`src/rtl/frame_tx_lanes_if.sv`:
```
// Frame serializer bus: payload write port, frame request handshake and lane output.
// The slave side is the serializer; the master side is whatever feeds and observes it.
`timescale 1ns/1ps
interface frame_tx_lanes_if #(
    parameter int DATA_W = 8,
    parameter int LANE_W = 1,
    parameter int LEN_W  = 8,
    parameter int ADDR_W = 4
);
    logic              frame_en;
    logic [LEN_W-1:0]  frame_len;
    logic [DATA_W-1:0] data_in;
    logic              data_in_valid;
    logic              data_in_ready;
    logic [LANE_W-1:0] data_out;
    logic              data_out_valid;
    logic              frame_ready;
    logic              frame_done;
    logic              underrun;
    logic [ADDR_W:0]   fifo_level;

    modport slave (
        input  frame_en, frame_len, data_in, data_in_valid,
        output data_in_ready, data_out, data_out_valid, frame_ready,
               frame_done, underrun, fifo_level
    );

    modport master (
        output frame_en, frame_len, data_in, data_in_valid,
        input  data_in_ready, data_out, data_out_valid, frame_ready,
               frame_done, underrun, fifo_level
    );
endinterface

```
`src/rtl/frame_tx_lanes.sv`:
```
// Preamble/SFD/payload serializer with a payload FIFO, LANE_W bits per cycle, LSB first.
//
// state   | meaning
// S_IDLE  | waiting for frame_en with a non-zero length
// S_PRE   | emitting preamble lanes
// S_SFD   | emitting start-of-frame delimiter lanes
// S_PAY   | emitting payload lanes of the current word
// S_STALL | payload word needed but FIFO empty, output idle
// S_GAP   | inter-frame gap, IFG idle cycles
`timescale 1ns/1ps
module frame_tx_lanes #(
    parameter int                  DATA_W     = 8,
    parameter int                  LANE_W     = 1,
    parameter int                  FIFO_DEPTH = 16,
    parameter int                  ADDR_W     = 4,
    parameter int                  LEN_W      = 8,
    parameter int                  PRE_LEN    = 64,
    parameter logic [PRE_LEN-1:0]  PREAMBLE   = 64'hAAAA_AAAA_AAAA_AAAA,
    parameter int                  SFD_LEN    = 16,
    parameter logic [SFD_LEN-1:0]  SFD        = 16'hF398,
    parameter int                  IFG        = 12
) (
    input  logic             clk,
    input  logic             rst_n,
    frame_tx_lanes_if.slave  bus
);
    function automatic int max2(input int a, input int b);
        return (a > b) ? a : b;
    endfunction

    localparam int PRE_LANES  = PRE_LEN / LANE_W;
    localparam int SFD_LANES  = SFD_LEN / LANE_W;
    localparam int WORD_LANES = DATA_W / LANE_W;
    localparam int SH_W       = max2(max2(PRE_LEN, SFD_LEN), DATA_W);
    localparam int MAX_CNT    = max2(max2(PRE_LANES, SFD_LANES), max2(WORD_LANES, IFG));
    localparam int CNT_W      = $clog2(MAX_CNT + 1);
    localparam int LVL_W      = ADDR_W + 1;

    typedef enum logic [2:0] {S_IDLE, S_PRE, S_SFD, S_PAY, S_STALL, S_GAP} state_t;

    state_t            state_q, state_d;
    logic [CNT_W-1:0]  cnt_q, cnt_d;
    logic [LEN_W-1:0]  words_q, words_d;
    logic [SH_W-1:0]   sh_q, sh_d;
    logic              valid_q, valid_d;
    logic              done_q, done_d;
    logic              under_q, under_d;
    logic [ADDR_W-1:0] wr_ptr_q, wr_ptr_d;
    logic [ADDR_W-1:0] rd_ptr_q, rd_ptr_d;
    logic [LVL_W-1:0]  level_q, level_d;
    logic [DATA_W-1:0] mem [FIFO_DEPTH];
    logic              in_ready, wr_en, pop, fetch, load;

    assign in_ready = (level_q < LVL_W'(FIFO_DEPTH));
    assign wr_en    = bus.data_in_valid && in_ready;

    always_comb begin
        state_d = state_q;
        cnt_d   = cnt_q;
        words_d = words_q;
        sh_d    = sh_q >> LANE_W;
        valid_d = valid_q;
        under_d = 1'b0;
        fetch   = 1'b0;
        load    = 1'b0;
        pop     = 1'b0;
        unique case (state_q)
            S_IDLE: begin
                sh_d    = '0;
                valid_d = 1'b0;
                if (bus.frame_en && (bus.frame_len != '0)) begin
                    state_d = S_PRE;
                    cnt_d   = CNT_W'(PRE_LANES - 1);
                    words_d = bus.frame_len - LEN_W'(1);
                    sh_d    = SH_W'(PREAMBLE);
                    valid_d = 1'b1;
                end
            end
            S_PRE: begin
                if (cnt_q == '0) begin
                    state_d = S_SFD;
                    cnt_d   = CNT_W'(SFD_LANES - 1);
                    sh_d    = SH_W'(SFD);
                end else begin
                    cnt_d = cnt_q - CNT_W'(1);
                end
            end
            S_SFD: begin
                if (cnt_q == '0) fetch = 1'b1;
                else             cnt_d = cnt_q - CNT_W'(1);
            end
            S_PAY: begin
                if (cnt_q != '0) begin
                    cnt_d = cnt_q - CNT_W'(1);
                end else if (words_q == '0) begin
                    state_d = S_GAP;
                    cnt_d   = CNT_W'(IFG - 1);
                    sh_d    = '0;
                    valid_d = 1'b0;
                end else begin
                    words_d = words_q - LEN_W'(1);
                    fetch   = 1'b1;
                end
            end
            S_STALL: begin
                if (level_q != '0) load = 1'b1;
            end
            S_GAP: begin
                sh_d = '0;
                if (cnt_q == '0) state_d = S_IDLE;
                else             cnt_d   = cnt_q - CNT_W'(1);
            end
            default: state_d = S_IDLE;
        endcase

        // Fetch decisions look at the registered level, so a word written this cycle waits one cycle.
        if (fetch) begin
            if (level_q != '0) begin
                load = 1'b1;
            end else begin
                state_d = S_STALL;
                sh_d    = '0;
                valid_d = 1'b0;
                under_d = 1'b1;
            end
        end
        if (load) begin
            pop     = 1'b1;
            state_d = S_PAY;
            cnt_d   = CNT_W'(WORD_LANES - 1);
            sh_d    = SH_W'(mem[rd_ptr_q]);
            valid_d = 1'b1;
        end
        done_d = (state_d == S_PAY) && (cnt_d == '0) && (words_d == '0);
    end

    always_comb begin
        wr_ptr_d = wr_ptr_q;
        rd_ptr_d = rd_ptr_q;
        level_d  = level_q;
        if (wr_en)
            wr_ptr_d = (wr_ptr_q == ADDR_W'(FIFO_DEPTH - 1)) ? '0 : wr_ptr_q + ADDR_W'(1);
        if (pop)
            rd_ptr_d = (rd_ptr_q == ADDR_W'(FIFO_DEPTH - 1)) ? '0 : rd_ptr_q + ADDR_W'(1);
        case ({wr_en, pop})
            2'b10:   level_d = level_q + LVL_W'(1);
            2'b01:   level_d = level_q - LVL_W'(1);
            default: level_d = level_q;
        endcase
    end

    always_ff @(posedge clk) begin
        if (wr_en) mem[wr_ptr_q] <= bus.data_in;
    end

    always_ff @(posedge clk or negedge rst_n) begin
        if (!rst_n) begin
            state_q  <= S_IDLE;
            cnt_q    <= '0;
            words_q  <= '0;
            sh_q     <= '0;
            valid_q  <= 1'b0;
            done_q   <= 1'b0;
            under_q  <= 1'b0;
            wr_ptr_q <= '0;
            rd_ptr_q <= '0;
            level_q  <= '0;
        end else begin
            state_q  <= state_d;
            cnt_q    <= cnt_d;
            words_q  <= words_d;
            sh_q     <= sh_d;
            valid_q  <= valid_d;
            done_q   <= done_d;
            under_q  <= under_d;
            wr_ptr_q <= wr_ptr_d;
            rd_ptr_q <= rd_ptr_d;
            level_q  <= level_d;
        end
    end

    assign bus.data_out       = sh_q[LANE_W-1:0];
    assign bus.data_out_valid = valid_q;
    assign bus.frame_done     = done_q;
    assign bus.underrun       = under_q;
    assign bus.fifo_level     = level_q;
    assign bus.frame_ready    = (state_q == S_IDLE);
    assign bus.data_in_ready  = in_ready;
endmodule
```
`src/flat_wrapper.sv`:
```
// flat-port wrapper written by rule: the top's interface ports become plain ports
module frame_tx_lanes_flat 
#(
    parameter int                  DATA_W     = 8,
    parameter int                  LANE_W     = 1,
    parameter int                  FIFO_DEPTH = 16,
    parameter int                  ADDR_W     = 4,
    parameter int                  LEN_W      = 8,
    parameter int                  PRE_LEN    = 64,
    parameter logic [PRE_LEN-1:0]  PREAMBLE   = 64'hAAAA_AAAA_AAAA_AAAA,
    parameter int                  SFD_LEN    = 16,
    parameter logic [SFD_LEN-1:0]  SFD        = 16'hF398,
    parameter int                  IFG        = 12
)
  (clk, rst_n, bus_frame_en, bus_frame_len, bus_data_in, bus_data_in_valid, bus_data_in_ready, bus_data_out, bus_data_out_valid, bus_frame_ready, bus_frame_done, bus_underrun, bus_fifo_level);
  frame_tx_lanes_if #(.DATA_W(DATA_W), .LANE_W(LANE_W), .LEN_W(LEN_W), .ADDR_W(ADDR_W)) bus_i ();
  input  logic clk;
  input  logic rst_n;
  input wire logic [$bits(bus_i.frame_en)-1:0] bus_frame_en;
  input wire logic [$bits(bus_i.frame_len)-1:0] bus_frame_len;
  input wire logic [$bits(bus_i.data_in)-1:0] bus_data_in;
  input wire logic [$bits(bus_i.data_in_valid)-1:0] bus_data_in_valid;
  output wire logic [$bits(bus_i.data_in_ready)-1:0] bus_data_in_ready;
  output wire logic [$bits(bus_i.data_out)-1:0] bus_data_out;
  output wire logic [$bits(bus_i.data_out_valid)-1:0] bus_data_out_valid;
  output wire logic [$bits(bus_i.frame_ready)-1:0] bus_frame_ready;
  output wire logic [$bits(bus_i.frame_done)-1:0] bus_frame_done;
  output wire logic [$bits(bus_i.underrun)-1:0] bus_underrun;
  output wire logic [$bits(bus_i.fifo_level)-1:0] bus_fifo_level;
  assign bus_i.frame_en = bus_frame_en;
  assign bus_i.frame_len = bus_frame_len;
  assign bus_i.data_in = bus_data_in;
  assign bus_i.data_in_valid = bus_data_in_valid;
  assign bus_data_in_ready = bus_i.data_in_ready;
  assign bus_data_out = bus_i.data_out;
  assign bus_data_out_valid = bus_i.data_out_valid;
  assign bus_frame_ready = bus_i.frame_ready;
  assign bus_frame_done = bus_i.frame_done;
  assign bus_underrun = bus_i.underrun;
  assign bus_fifo_level = bus_i.fifo_level;
  frame_tx_lanes #(.DATA_W(DATA_W), .LANE_W(LANE_W), .FIFO_DEPTH(FIFO_DEPTH), .ADDR_W(ADDR_W), .LEN_W(LEN_W), .PRE_LEN(PRE_LEN), .PREAMBLE(PREAMBLE), .SFD_LEN(SFD_LEN), .SFD(SFD), .IFG(IFG)) u_core (.clk(clk), .rst_n(rst_n), .bus(bus_i));
endmodule
```
`config.mk`:
```
export PLATFORM = sky130hd
export DESIGN_NAME = frame_tx_lanes_flat
export DESIGN_NICKNAME = d
export VERILOG_FILES = /design/src/rtl/frame_tx_lanes_if.sv /design/src/rtl/frame_tx_lanes.sv /design/src/flat_wrapper.sv
export SDC_FILE = /design/constraint.sdc
export NUM_CORES = 1
export LEC_CHECK = 0
export CORE_MARGIN = 2
export CORE_UTILIZATION = 55
export CTS_BUF_LIST = sky130_fd_sc_hd__clkbuf_8 sky130_fd_sc_hd__clkbuf_16
export DETAILED_ROUTE_END_ITERATION = 16
export PLACE_DENSITY = 0.79
export SYNTH_ARGS = -nofsm -noshare
export SYNTH_HDL_FRONTEND = slang
export SYNTH_SLANG_ARGS = --single-unit
```
`constraint.sdc`:
```
create_clock -name clk -period 5.2 [get_ports clk]
set_clock_uncertainty 0.15 [all_clocks]
set_input_delay 0.52 -clock clk [delete_from_list [all_inputs] [get_ports clk]]
set_output_delay 0.52 -clock clk [all_outputs]
set_load 0.01 [all_outputs]
```
==> results by stage <==
Run status:
- The flow ran to the end, and the final reports show no timing, DRC or antenna violations.

Route:
- The DRC violation count after routing is 0.
- In the routed layout, each cell is associated on average with a via count of 6.00.
- Once detail routing completed, the nets flagged for antenna violations numbered 0.
- After detailed routing, the average wire length per cell comes to 21.0 µm.
- The count of routing violations after the opening detailed-route iteration is 577.
- Detailed routing inserted a total of 5,563 vias.
- The final layout contains routed wiring with a total length of 19,500 µm.
- The iteration count of the initial detailed-routing pass is 5.

Global routing:
- The total overflow reported by the global router is 0.
- Entering global routing, the biggest net connects 72 pins.
- The number of global-route vias before repair is 5,832.
- In the global route stage, overall resource usage came out at around 23%.
- The number of antenna violations at the first check in global routing was 0.
- The first global-routing pass estimated around 32,000 µm of wire.

Worst setup path:
- The critical-path cell with the highest stage delay is sky130_fd_sc_hd__or4b_1.
- In this run the worst setup path terminates at u_core.bus.fifo_level[4]$_DFFE_PN0P_.
- The critical path is of the reg -> reg type.
- The capturing element type of the critical path is a register.
- The register-to-register path setup slack is 1.07 ns.
- The reg-to-reg endpoint is u_core.bus.fifo_level[4]$_DFFE_PN0P_.
- The longest individual stage delay on the worst path is between 0.6 and 0.7 ns.
- The worst setup path is launched from a register.
- At the worst endpoint, the arrival time is 4.39 ns.
- The largest driver fanout on the critical path is 20.
- The startpoint of the most critical setup path is u_core.cnt_q[0]$_DFF_PN0_.
- The worst-case reg-to-reg path depth is 15.
- Data on the critical path is required at its endpoint by roughly 5.5 ns.
- The startpoint of the worst-slack reg-to-reg timing path is u_core.cnt_q[0]$_DFF_PN0_.
- The cell repeated most along the worst path is sky130_fd_sc_hd__inv_1.
- Walking the worst path, the cells encountered are inv_1, ha_1, or4b_1, o31a_1, o32a_4, inv_2, ha_1, inv_1, fa_1, inv_1, a21o_1, a21oi_1, xnor2_1, nor2_1, xnor2_1.

Power:
- The worst supply voltage drop on vdd is between 0.0003 and 0.0004 V.
- The total power draw is 4.91 mW.
- The leakage power figure is around 4.3 nW.
- The power density normalized to cell area is roughly 450 nW/µm².

Cells and area:
- The repair_antennas step left the layout with diodes totalling 0.
- The layout cell share with drive strength beyond 1 is 14.1%.
- Summing all multi-input logic gate instances after layout gives 2990 µm².
- The most common library cell in the layout ignoring fill and taps is sky130_fd_sc_hd__edfxtp_1.
- The register cell area after layout is around 6300 µm².
- Fill cells in the final layout number 1,209.
- Relative to the synthesized area, the layout overhead comes to 14.5%.
- The library cells used most frequently in the layout, excluding fill and tap cells, are sky130_fd_sc_hd__edfxtp_1, sky130_fd_sc_hd__dfrtp_1, sky130_fd_sc_hd__nand2_1.
- After the last flow step, the layout net total stands at 726.

Yosys:
- After synthesis, the netlist uses 60 different library cells.
- The most used flip-flop cell after synthesis is sky130_fd_sc_hd__edfxtp_1.
- The async set or reset register ratio after synthesis is ~43%.
- Synthesis produced a netlist with a net count of roughly 700.
- The sequential element share of the synthesized area is 66.4%.
- The synthesized design contains 128 enable-type register cells.
- For this run, the number of Yosys warnings is 0.
- The cell count after synthesis came out at roughly 660.
- The cell area after synthesis is 9480 µm².
- The average size of a mapped cell is 14.4 µm².
- After synthesis the netlist holds a flip-flop and latch count of 226.

Placed design:
- The post-placement setup slack is 1.13 ns.
- The routability-driven placement congestion ratio is 0.878.
- In this run the tool buffered the top-level ports with 30 buffer cells.
- After legalization and detailed placement, the total HPWL measured approximately 12,000 µm.

Floorplanning:
- The die covers 18,300 µm².
- Measured along the x axis, the die boundary spans around 140 µm.
- The initial utilization of the core area, before any placement, comes to 56.7%.
- The die span in y is 135 µm.
- The core area is approximately 17,000 µm².
- The number of ports placed on the die boundary is 31.
- The row count is 47.

CTS:
- In this run the number of H-tree levels came out at 1.
- The clock input transition at the sequential cells of the worst setup and hold paths is about 0.06 ns.
- The TritonCTS clock tree is done.
- The later pin in the worst-skew pair is clocked with a latency of 0.52 ns.
- Counting the buffers created by CTS gives 23.
- In this run the clock root is driven by a sky130_fd_sc_hd__clkbuf_16.
- Counting every sink on the clock net gives 226.
- The clock passes through at most 3 buffers.

Timing:
- The final hold violation count is 0.
- The max-slew violation total from the final report came to 0.
- The minimum clock period is 4.13 ns.
- The worst path meets setup with 1.07 ns of slack.
- The part of the cycle the worst path needs is between 70% and 80%.
- The tightest hold path in the finished design has a slack of 0.297 ns.
- At the pin with the least slew margin, the transition time is between 1 and 1.5 ns.
- The post-route setup TNS is 0 ns.
- For this run, the top clock speed supported by timing is between 200 and 250 MHz.
- Setup violations remaining at the end of the flow were counted as 0.
- The worst pin sits at a relative slew slack of 25.7%.
- Setup repair after global routing left no endpoint under its margin.

Run:
- Across the run, the number of max-cap violations was 0.

Worst hold path:
- The beginning of the worst hold path is u_core.sh_q[26]$_DFF_PN0_.
- In this run the worst hold path is classified as reg -> reg.
## power breakdown
group | total (mW) | switching [mW] | internal (mW)
logic | 0.895 | 0.482 | 0.413
clock network | 1.81 | 0.679 | 1.13
registers | 2.20 | 0.180 | 2.02
total | 4.91 | 1.34 | 3.56
## worst min path at each step
stage	to	slack, ns	cells past startpoint
after floorplan	u_core.bus.data_out_valid$_DFF_PN0_	0.07	0
after global placement	u_core.sh_q[21]$_DFF_PN0_	0.28	2
after detailed placement	u_core.sh_q[50]$_DFF_PN0_	0.28	1
after CTS	u_core.sh_q[25]$_DFF_PN0_	0.30	2
after global routing	u_core.sh_q[36]$_DFF_PN0_	0.32	1
final	u_core.sh_q[25]$_DFF_PN0_	0.30	2
## timing repair
action / 4_1_cts / 5_1_grt
endpoints found under the hold margin: 27 / 0
setup buffers: 0 / 0
hold buffers: 1 / 0
resized for setup: 0 / 0
## cells in the mapped netlist, types with 5 or more instances
cell type / count / area (µm²)
sky130_fd_sc_hd__o21ai_0: 16 / 80.1
sky130_fd_sc_hd__inv_1: 19 / 71.3
sky130_fd_sc_hd__dfrtp_1: 98 / 2450
sky130_fd_sc_hd__nand3_1: 12 / 60.1
sky130_fd_sc_hd__and2_1: 42 / 263
sky130_fd_sc_hd__a21o_1: 6 / 45.0
sky130_fd_sc_hd__xnor2_1: 10 / 87.6
sky130_fd_sc_hd__buf_1: 5 / 18.8
sky130_fd_sc_hd__clkbuf_1: 22 / 82.6
sky130_fd_sc_hd__nor3_1: 10 / 50.1
sky130_fd_sc_hd__a211oi_1: 5 / 37.5
sky130_fd_sc_hd__o211ai_1: 5 / 37.5
sky130_fd_sc_hd__xor2_1: 5 / 43.8
sky130_fd_sc_hd__mux4_2: 40 / 901
sky130_fd_sc_hd__nor2_1: 24 / 90.1
sky130_fd_sc_hd__a21oi_1: 19 / 95.1
sky130_fd_sc_hd__ha_1: 15 / 188
sky130_fd_sc_hd__nand4_1: 7 / 43.8
sky130_fd_sc_hd__nor4_1: 6 / 37.5
sky130_fd_sc_hd__nand2_1: 88 / 330
sky130_fd_sc_hd__edfxtp_1: 128 / 3840
## per-layer routing
metal / share of wire [%] / vias up / GRT usage (%)
met5: 0 / - / 0
met2: 52 / 154 / 38.4
met1: 42 / 2876 / 31.3
met4: 1.7 / 0 / 5.50
li1: - / 2507 / -
met3: 3.7 / 26 / 3.07
## worst max-delay path, delay by kind of cell (launching register included)
family	cells	cell delay, ns
buf+inv	4	0.57
simple gates	2	0.72
xor+xnor	2	0.28
compound gates	4	0.90
flops	1	0.47
fa+ha+maj	3	0.96
## kinds of logic (layout without fill, tap and decap cells)
group | count (synthesis) | in the layout | synth area share [%]
flops | 226 | 226 | 66.4
simple gates | 220 | 220 | 11.9
compound gates | 87 | 87 | 6.35
buf+inv | 50 | 101 | 2.01
mux | 42 | 42 | 9.72
fa+ha+maj | 16 | 16 | 2.19
xor+xnor | 15 | 15 | 1.39
## registers in the layout, summed over array words and instances, names as in the netlist
register                   count
u_core.bus.frame_done          1
u_core.sh_q                   64
u_core.rd_ptr_q                4
u_core.bus.underrun            1
u_core.wr_ptr_q                4
u_core.state_q                 3
u_core.cnt_q                   7
u_core.bus.fifo_level          5
u_core.bus.data_out_valid      1
u_core.words_q                 8
u_core.mem                   128
## cell type report
cell class	instances	area share (%)
flip-flops and latches	226	58.0
repair buffers	38	3.32
well taps	220	2.54
inverters	21	0.726
multi-input cells	380	27.6
clock inverters	18	2.35
clock buffers	24	5.43
## metrics by stage
step / util (%) / cell area, µm² / cells
2_1_floorplan: - / 9480 / 656
3_3_place_gp: 59.9 / 10000 / 884
3_5_place_dp: 59.9 / 10000 / 884
4_1_cts: 65.0 / 10900 / 927
5_1_grt: 65.0 / 10900 / 927
6_report: 65.0 / 10900 / 927
Note: power is estimated with default switching activity, not from simulation.
